==> config.mk <==
export PLATFORM = sky130hd
export DESIGN_NAME = clk_or_en_idle_ctrl
export DESIGN_NICKNAME = d
export VERILOG_FILES = /design/src/rtl/clk_or_en_idle_ctrl.sv
export SDC_FILE = /design/constraint.sdc
export NUM_CORES = 1
export LEC_CHECK = 0
export ABC_AREA = 1
export CORE_MARGIN = 2
export CORE_UTILIZATION = 25
export DETAILED_ROUTE_END_ITERATION = 10
export GPL_TIMING_DRIVEN = 0
export PLACE_DENSITY = 0.44
export SLEW_MARGIN = 25
export SYNTH_ARGS = -nofsm -noshare
export SYNTH_HDL_FRONTEND = slang
export SYNTH_SLANG_ARGS = --single-unit
==> constraint.sdc <==
create_clock -name clk -period 3.8 [get_ports clk]
set_input_delay 0.38 -clock clk [delete_from_list [all_inputs] [get_ports clk]]
set_output_delay 0.38 -clock clk [all_outputs]
set_load 0.03 [all_outputs]
==> src/rtl/clk_or_en_idle_ctrl.sv <==
`default_nettype none
// ============================================================================
// Module   : clk_or_en_idle_ctrl
// Purpose  : Enable generator for an OR-type clock gate. Counts consecutive
//            idle cycles on the free-running clock and stops the downstream
//            clock once a programmable threshold is reached. Restarts it on
//            activity or a wake request. Acknowledges the wake request after
//            a settle period.
// Ports    : clk            free-running clock (never gated by o_gate_en)
//            rst            synchronous active-high reset
//            i_busy         gated-domain activity indicator
//            i_wake_req     level wake request, held until o_wake_ack
//            i_force_on     debug override, keeps the clock running
//            i_idle_thresh  idle cycles before gating (0 = never gate)
//            o_gate_en      OR-gate enable, 1 = clock held high
//            o_gated        high while in the GATED state
//            o_wake_ack     single-cycle acknowledge of i_wake_req
//            o_gate_cnt     saturating count of RUN->GATED transitions
// Revision : 1.0 - initial release
// ============================================================================
module clk_or_en_idle_ctrl #(
  parameter int IDLE_CNT_W = 8,
  parameter int WAKE_DLY   = 2,   // legal range 1..15
  parameter int GCNT_W     = 16
) (
  input  logic                  clk,
  input  logic                  rst,
  input  logic                  i_busy,
  input  logic                  i_wake_req,
  input  logic                  i_force_on,
  input  logic [IDLE_CNT_W-1:0] i_idle_thresh,
  output logic                  o_gate_en,
  output logic                  o_gated,
  output logic                  o_wake_ack,
  output logic [GCNT_W-1:0]     o_gate_cnt
);

  typedef enum logic [1:0] {
    S_RUN   = 2'd0,
    S_GATED = 2'd1,
    S_WAKE  = 2'd2
  } state_t;

  localparam logic [IDLE_CNT_W-1:0] c_IDLE_MAX  = '1;
  localparam logic [GCNT_W-1:0]     c_GCNT_MAX  = '1;
  localparam logic [3:0]            c_WAKE_LAST = 4'(WAKE_DLY - 1);

  state_t                r_state;
  logic [IDLE_CNT_W-1:0] r_idle_cnt;
  logic [3:0]            r_wake_tmr;
  logic                  r_gate_en;
  logic                  r_gated;
  logic                  r_wake_ack;
  logic [GCNT_W-1:0]     r_gate_cnt;
  logic                  r_ack_armed;

  state_t                w_state_nxt;
  logic [IDLE_CNT_W-1:0] w_idle_nxt;
  logic [3:0]            w_tmr_nxt;
  logic                  w_gate_en_nxt;
  logic                  w_gated_nxt;
  logic [GCNT_W-1:0]     w_cnt_nxt;
  logic                  w_wake_exit;
  logic                  w_ack_fire;
  logic                  w_armed_nxt;

  logic                  w_act;
  logic [IDLE_CNT_W:0]   w_idle_plus1;
  logic                  w_thresh_hit;
  logic [IDLE_CNT_W-1:0] w_idle_sat_inc;
  logic [GCNT_W-1:0]     w_cnt_sat_inc;

  assign w_act = i_busy | i_wake_req | i_force_on;

  // One extra bit so a saturated idle count still compares as "past" any
  // threshold instead of wrapping to zero.
  assign w_idle_plus1   = {1'b0, r_idle_cnt} + {{IDLE_CNT_W{1'b0}}, 1'b1};
  assign w_thresh_hit   = (i_idle_thresh != '0) && !w_act &&
                          (w_idle_plus1 >= {1'b0, i_idle_thresh});
  assign w_idle_sat_inc = (r_idle_cnt == c_IDLE_MAX) ? r_idle_cnt
                                                     : w_idle_plus1[IDLE_CNT_W-1:0];
  assign w_cnt_sat_inc  = (r_gate_cnt == c_GCNT_MAX) ? r_gate_cnt
                                                     : r_gate_cnt + GCNT_W'(1);

  always_comb begin
    w_state_nxt   = r_state;
    w_idle_nxt    = r_idle_cnt;
    w_tmr_nxt     = r_wake_tmr;
    w_gate_en_nxt = r_gate_en;
    w_gated_nxt   = r_gated;
    w_cnt_nxt     = r_gate_cnt;
    w_wake_exit   = 1'b0;

    case (r_state)
      S_RUN: begin
        w_gate_en_nxt = 1'b0;
        w_gated_nxt   = 1'b0;
        if (w_act) begin
          w_idle_nxt = '0;
        end else if (w_thresh_hit) begin
          w_state_nxt   = S_GATED;
          w_gate_en_nxt = 1'b1;
          w_gated_nxt   = 1'b1;
          w_idle_nxt    = '0;
          w_cnt_nxt     = w_cnt_sat_inc;
        end else begin
          w_idle_nxt = w_idle_sat_inc;
        end
      end

      S_GATED: begin
        // Clearing the threshold while gated is treated as a release.
        if (w_act || (i_idle_thresh == '0)) begin
          w_state_nxt   = S_WAKE;
          w_gate_en_nxt = 1'b0;
          w_gated_nxt   = 1'b0;
          w_tmr_nxt     = '0;
        end
      end

      S_WAKE: begin
        // No gating path out of WAKE: the settle period always completes.
        w_gate_en_nxt = 1'b0;
        w_gated_nxt   = 1'b0;
        w_tmr_nxt     = r_wake_tmr + 4'd1;
        if (r_wake_tmr == c_WAKE_LAST) begin
          w_state_nxt = S_RUN;
          w_idle_nxt  = '0;
          w_wake_exit = 1'b1;
        end
      end

      default: begin
        w_state_nxt   = S_RUN;
        w_gate_en_nxt = 1'b0;
        w_gated_nxt   = 1'b0;
        w_idle_nxt    = '0;
      end
    endcase
  end

  // The ack only fires once per request level: armed again when the
  // requester drops wake_req. A request withdrawn mid-WAKE never acks.
  assign w_ack_fire  = i_wake_req && r_ack_armed &&
                       ((r_state == S_RUN) || w_wake_exit);
  assign w_armed_nxt = !i_wake_req ? 1'b1 : (w_ack_fire ? 1'b0 : r_ack_armed);

  always_ff @(posedge clk) begin
    if (rst) begin
      r_state     <= S_RUN;
      r_idle_cnt  <= '0;
      r_wake_tmr  <= '0;
      r_gate_en   <= 1'b0;
      r_gated     <= 1'b0;
      r_wake_ack  <= 1'b0;
      r_gate_cnt  <= '0;
      r_ack_armed <= 1'b1;
    end else begin
      r_state     <= w_state_nxt;
      r_idle_cnt  <= w_idle_nxt;
      r_wake_tmr  <= w_tmr_nxt;
      r_gate_en   <= w_gate_en_nxt;
      r_gated     <= w_gated_nxt;
      r_wake_ack  <= w_ack_fire;
      r_gate_cnt  <= w_cnt_nxt;
      r_ack_armed <= w_armed_nxt;
    end
  end

  assign o_gate_en  = r_gate_en;
  assign o_gated    = r_gated;
  assign o_wake_ack = r_wake_ack;
  assign o_gate_cnt = r_gate_cnt;

endmodule
`default_nettype wire

Yosys cells after proc, flatten, opt, wreduce, memory -nomap -nowiden:

Cells that the tools add are included.
W data, S select, Z words.

* logic and storage cells: 61
* input bits: 13
* flip-flop bits (word level): 33
* output and inout bits: 19

* add/subtract/negate cells: 3
* multiplexer cells: 18
* reduce and logical (&&, ||, !) cells: 16
* equal/unequal tests: 10
* magnitude comparators: 1
* bitwise gates (word level): 6

Operator list (count)
* $mux W8: 4
* $pmux W8 S3: 1
* $add A16 B1 Y16 const B: 1
* $eq A16 B16 Y1 const B: 1
* $add A8 B1 Y9 const B: 1
* $ge A9 B8 Y1: 1
* $eq A8 B8 Y1 const B: 1
* $logic_not A8 Y1: 1
* $mux W2: 4
* $ne A2 B2 Y1 const B: 4
* $pmux W4 S2: 1
* $reduce_and A4 Y1: 2
* $reduce_bool A8 Y1: 1
* $pmux W2 S3: 1
* $mux W1: 5
* $add A4 B1 Y4 const B: 1
* $eq A4 B1 Y1 const B: 1
* $logic_and A1 B1 Y1: 4
* $mux W4: 1
* $ne A4 B4 Y1 const B: 1
* $not A1 Y1: 4
* $reduce_and A3 Y1: 1
* $eq A2 B1 Y1 const B: 1
* $eq A2 B2 Y1 const B: 1
* 8 further kinds: 10

Logic depth before layout (Yosys ltp):

* depth after elaboration: 8
* mapped depth: 18
* depth with buffers taken out: 17

Least setup slack after synthesis:

Ideal clock, no wire load.

* path type: flip-flop to flip-flop
* from: reg r_idle_cnt[0]
* to: reg r_idle_cnt[0]
* path buffers: 1
* path slack: 1.519 ns
* stages on the path, launching flop included: 18
* data arrival time: 2.166 ns
* required time: 3.685 ns
* clock period less this slack: 2.281 ns
* setup time: 0.115 ns
* cells stage by stage: dfxtp_1 > ha_1 > nand3_2 > xnor2_1 > ha_1 > nand2_1 > inv_1 > nand2_1 > nand3_1 > nand2_1 > nand2_1 > nand2_1 > nand2_2 > nand2_4 > nand3_2 > buf_6 > a21oi_1 > nor2_1

* longest elaborated chain between the ends: 6
* elaborated cells between the ends (all ways): 10
* classes of those cells: 1 x add/sub; 1 x order compare; 2 x eq/ne; 4 x mux; 2 x reduce/logical

Ends and longest elaborated chain
* start, declared: RTL line 49 `logic [IDLE_CNT_W-1:0] r_idle_cnt;`
* start signal, assigned: RTL line 160 `r_idle_cnt <= w_idle_nxt;`
* $add A8 B1 Y9: RTL line 77 `assign w_idle_plus1 = {1'b0, r_idle_cnt} + {{IDLE_CNT_W{1'b0}}, 1'b1};`
* $ge A9 B8 Y1: RTL line 79 `(w_idle_plus1 >= {1'b0, i_idle_thresh});`
* $logic_and A1 B1 Y1: RTL line 78 `assign w_thresh_hit = (i_idle_thresh != '0) && !w_act &&`
* $mux W8: RTL line 100 `end else if (w_thresh_hit) begin`
* $mux W8: RTL line 98 `if (w_act) begin`
* $pmux W8 S3: RTL line 94 `case (r_state)`

Several ways; a longest one is shown, not always the timed one. The select of a mux whose other input is x is not followed.
A chain may end at the register's enable or synchronous reset.

Final worst setup path:

* from: reg r_idle_cnt[0]
* to: reg r_idle_cnt[4]

The elaborated chain is that of the path after synthesis.

==> run_results.csv <==
group,metric,value,unit
finish,antenna_cells,0,
hold_path,whs_path_depth,2,
timing,setup_violations,0,
hold_path,worstHoldStart,"r_ack_armed",
finish,drive_above_1_share,9.73,%
critical_path,arrival,2780,ps
timing,worst_pin_slew,639,ps
finish,area_delta_synth_final,24.3,%
critical_path,cp-end-kind,"flip-flop",
clocking,cts_resized,0,
synthesis,synthArstFlopShare,0,%
timing,finalSetupTns,0,ps
synthesis,syn_area,2160,µm²
die,die_y,97.0,µm
critical_path,cp.required,3970,ps
synthesis,ys_warn_count,0,
clocking,cts_setup_buffers,0,
die,dieArea,9400,µm²
timing,rsz0062_at_grt,"false",
detailed_routing,wirelength,5.24,mm
finish,nNetsFinal,363,
timing,slew_viol_final,0,
synthesis,synth-seq-cells,33,
detailed_routing,drt_iter0_markers,40,
detailed_routing,num_vias,1978,
timing,relSlewSlack,57.4,%
placed_design,place.port_buffers,31,
die,core,8300,µm²
placed_design,dp_hpwl,4.00,mm
run_status,outcome,"complete, no violations",
clocking,clock_latency,280,ps
global_routing,grt_max_degree,11,
critical_path,reg2reg_depth,17,
clocking,root_buffer,"clkbuf_8",
synthesis,synth_ff_type,"dfxtp_1",
clocking,cts_tree,"built",
timing,finalClockSkew,8.70,ps
die,die_width,97.0,µm
detailed_routing,viasPerCell,4.45,
clocking,cts_buffers,5,
clocking,cts.sinks,33,
hold_path,worstHoldPathType,"flip-flop to flip-flop",
power_and_ir_drop,irDropWorstVdd,104,µV
detailed_routing,first_pass_iters,4,
critical_path,worst-path-max-fanout,10,
die,start_util,26.0,%
power_and_ir_drop,power.leakage,1.19,nW
placed_design,dpl-instance-area,2600,µm²
timing,final_hold_viol_count,0,
timing,fmax,0.383,GHz
critical_path,r2r_setup_slack,1190,ps
critical_path,r2r_start,"r_idle_cnt[0]",
clocking,cts.path.max_buffers,2,
clocking,path_clk_slew,70,ps
clocking,cts.htree.levels,2,
power_and_ir_drop,power_density,241,nW/µm²
synthesis,syn_area_per_cell,7.20,µm²
hold_path,whs_endpoint,"r_ack_armed",
critical_path,worstSetupPathType,"flip-flop to flip-flop",
flow_run,maxCapViolations,0,
synthesis,seq_area_frac_synth,30.6,%
timing,layout_min_cycle_time,2610,ps
global_routing,grt_util_all_layers,11.9,%
global_routing,grt_pass1_vias,1979,
critical_path,regToRegEndpoint,"r_idle_cnt[4]",
die,ios,32,
finish,fillers,921,
synthesis,syn_nets,325,
clocking,holdBufCountCts,0,
critical_path,startpoint_type,"flip-flop",
synthesis,synth.distinct_cells,32,
finish,design_area,2690,µm²
timing,period_share,68.6,%
detailed_routing,detail-route-antenna-nets,0,
global_routing,grt_pass1_wl,9.24,mm
detailed_routing,wl_per_cell,11.8,µm
global_routing,antenna_found_initial,0,
synthesis,syn_inst,300,
die,fp-row-count,33,
global_routing,gr-total-overflow,0,
detailed_routing,drc_errors,0,
placed_design,place.gp.congestion,0.725,
synthesis,synth_enable_flop_cells,0,
-- logic make-up (layout without fill, tap and decap cells) --
| family | count (synthesis) | count (layout) | synth area share (%) |
|---|---|---|---|
| buffers and inverters | 50 | 89 | 9.90 |
| AO/OA/AOI/OAI | 35 | 35 | 9.79 |
| adder cells (fa/ha/maj) | 12 | 12 | 6.95 |
| flip-flops | 33 | 33 | 30.6 |
| AND/OR/NAND/NOR | 152 | 152 | 35.5 |
| XOR/XNOR | 18 | 18 | 7.30 |
-- sequential cells by signal (all words and copies together) (netlist names) --
signal       count
r_state          2
r_ack_armed      1
o_gate_cnt      16
o_wake_ack       1
o_gated          1
r_wake_tmr       4
r_idle_cnt       8
-- Yosys cell counts, types with 3 or more instances --
master,count,area (µm²)
xnor2_1,3,26.3
ha_1,12,150
a21oi_2,8,70.1
nand2_1,51,191
nand4_1,3,18.8
clkbuf_1,4,15.0
xor2_1,15,131
o21ai_0,5,25.0
nor2_1,33,124
nand3_1,45,225
a21oi_1,18,90.1
inv_1,39,146
buf_6,3,33.8
dfxtp_1,33,661
nor3_1,4,20.0
-- area by class of cell --
cell class | instances | area, µm² | area share [%]
Timing Repair Buffer | 31 | 310 | 11.6
Inverter | 41 | 154 | 5.73
Clock inverter | 2 | 10.0 | 0.373
Buffer | 9 | 60.1 | 2.24
Multi-Input combinational cell | 217 | 1290 | 47.9
Clock buffer | 6 | 72.6 | 2.70
Sequential cell | 33 | 661 | 24.6
Tap cell | 105 | 131 | 4.89
-- routing by layer --
layer	GRT usage [%]	vias up	wire length (µm)
li1	-	1057	-
met1	15.2	885	2600
met2	19.5	32	2370
met3	3.54	4	236
met4	3.25	0	38
met5	0	-	0
-- stage by stage --
step	util, %	setup WS, ps	instances	power [W]	hold WS [ps]
2_1_floorplan	-	1520	300	0.000377	430
3_3_place_gp	31.4	1190	436	0.000399	439
3_5_place_dp	31.4	1180	436	0.000399	454
4_1_cts	32.4	1160	444	0.000664	474
5_1_grt	32.4	886	444	0.000678	505
6_report	32.4	1190	444	0.000648	465
-- report_power, final --
group          internal (W)  switching (W)  leakage (nW)
combinational     0.0000191      0.0000228         0.883
sequential         0.000347     0.00000104         0.266
clock              0.000127       0.000130        0.0450
-- worst max path at each step --
stage                             start             to  slack (ps)  cells after the start
final                     r_idle_cnt[0]  r_idle_cnt[4]        1190                     17
after global routing      r_idle_cnt[0]  r_idle_cnt[0]         890                     18
after CTS                 r_idle_cnt[0]  r_idle_cnt[0]        1160                     17
after detailed placement  r_idle_cnt[0]  r_idle_cnt[0]        1180                     17
after global placement    r_idle_cnt[0]  r_idle_cnt[7]        1190                     17
after floorplan           r_idle_cnt[0]  r_idle_cnt[0]        1520                     17
-- worst max-delay path, cell delays in order (launching register included) --
cell and delay [ps]:
dfxtp_1 400, ha_1 220, nand3_2 110, xnor2_1 230
ha_1 290, nand2_1 90, inv_1 40, nand2_1 60
nand3_1 80, nand2_1 60, nand2_1 40, nand2_1 70
nand2_2 100, nand2_4 170, nand3_2 150, buf_6 190
a21oi_1 120, nor2_1 60
-- layout by cell type, fill, tap and decap left out, drive strengths merged --
| master | n |
|---|---|
| nor4 | 3 |
| o21a | 1 |
| xnor2 | 3 |
| nand2 | 53 |
| clkbuf | 10 |
| ha | 12 |
| nand3 | 47 |
| nor3 | 4 |
| o21ai | 6 |
| clkdlybuf4s50 | 31 |
| nand4 | 5 |
| o22ai | 1 |
| xor2 | 15 |
| inv | 41 |
| a21oi | 26 |
| clkinv | 2 |
| dfxtp | 33 |
| buf | 5 |
| nor2 | 37 |
| a211oi | 1 |
| and3 | 2 |
| or2 | 1 |
No activity file was read; power rests on OpenSTA's default activity.
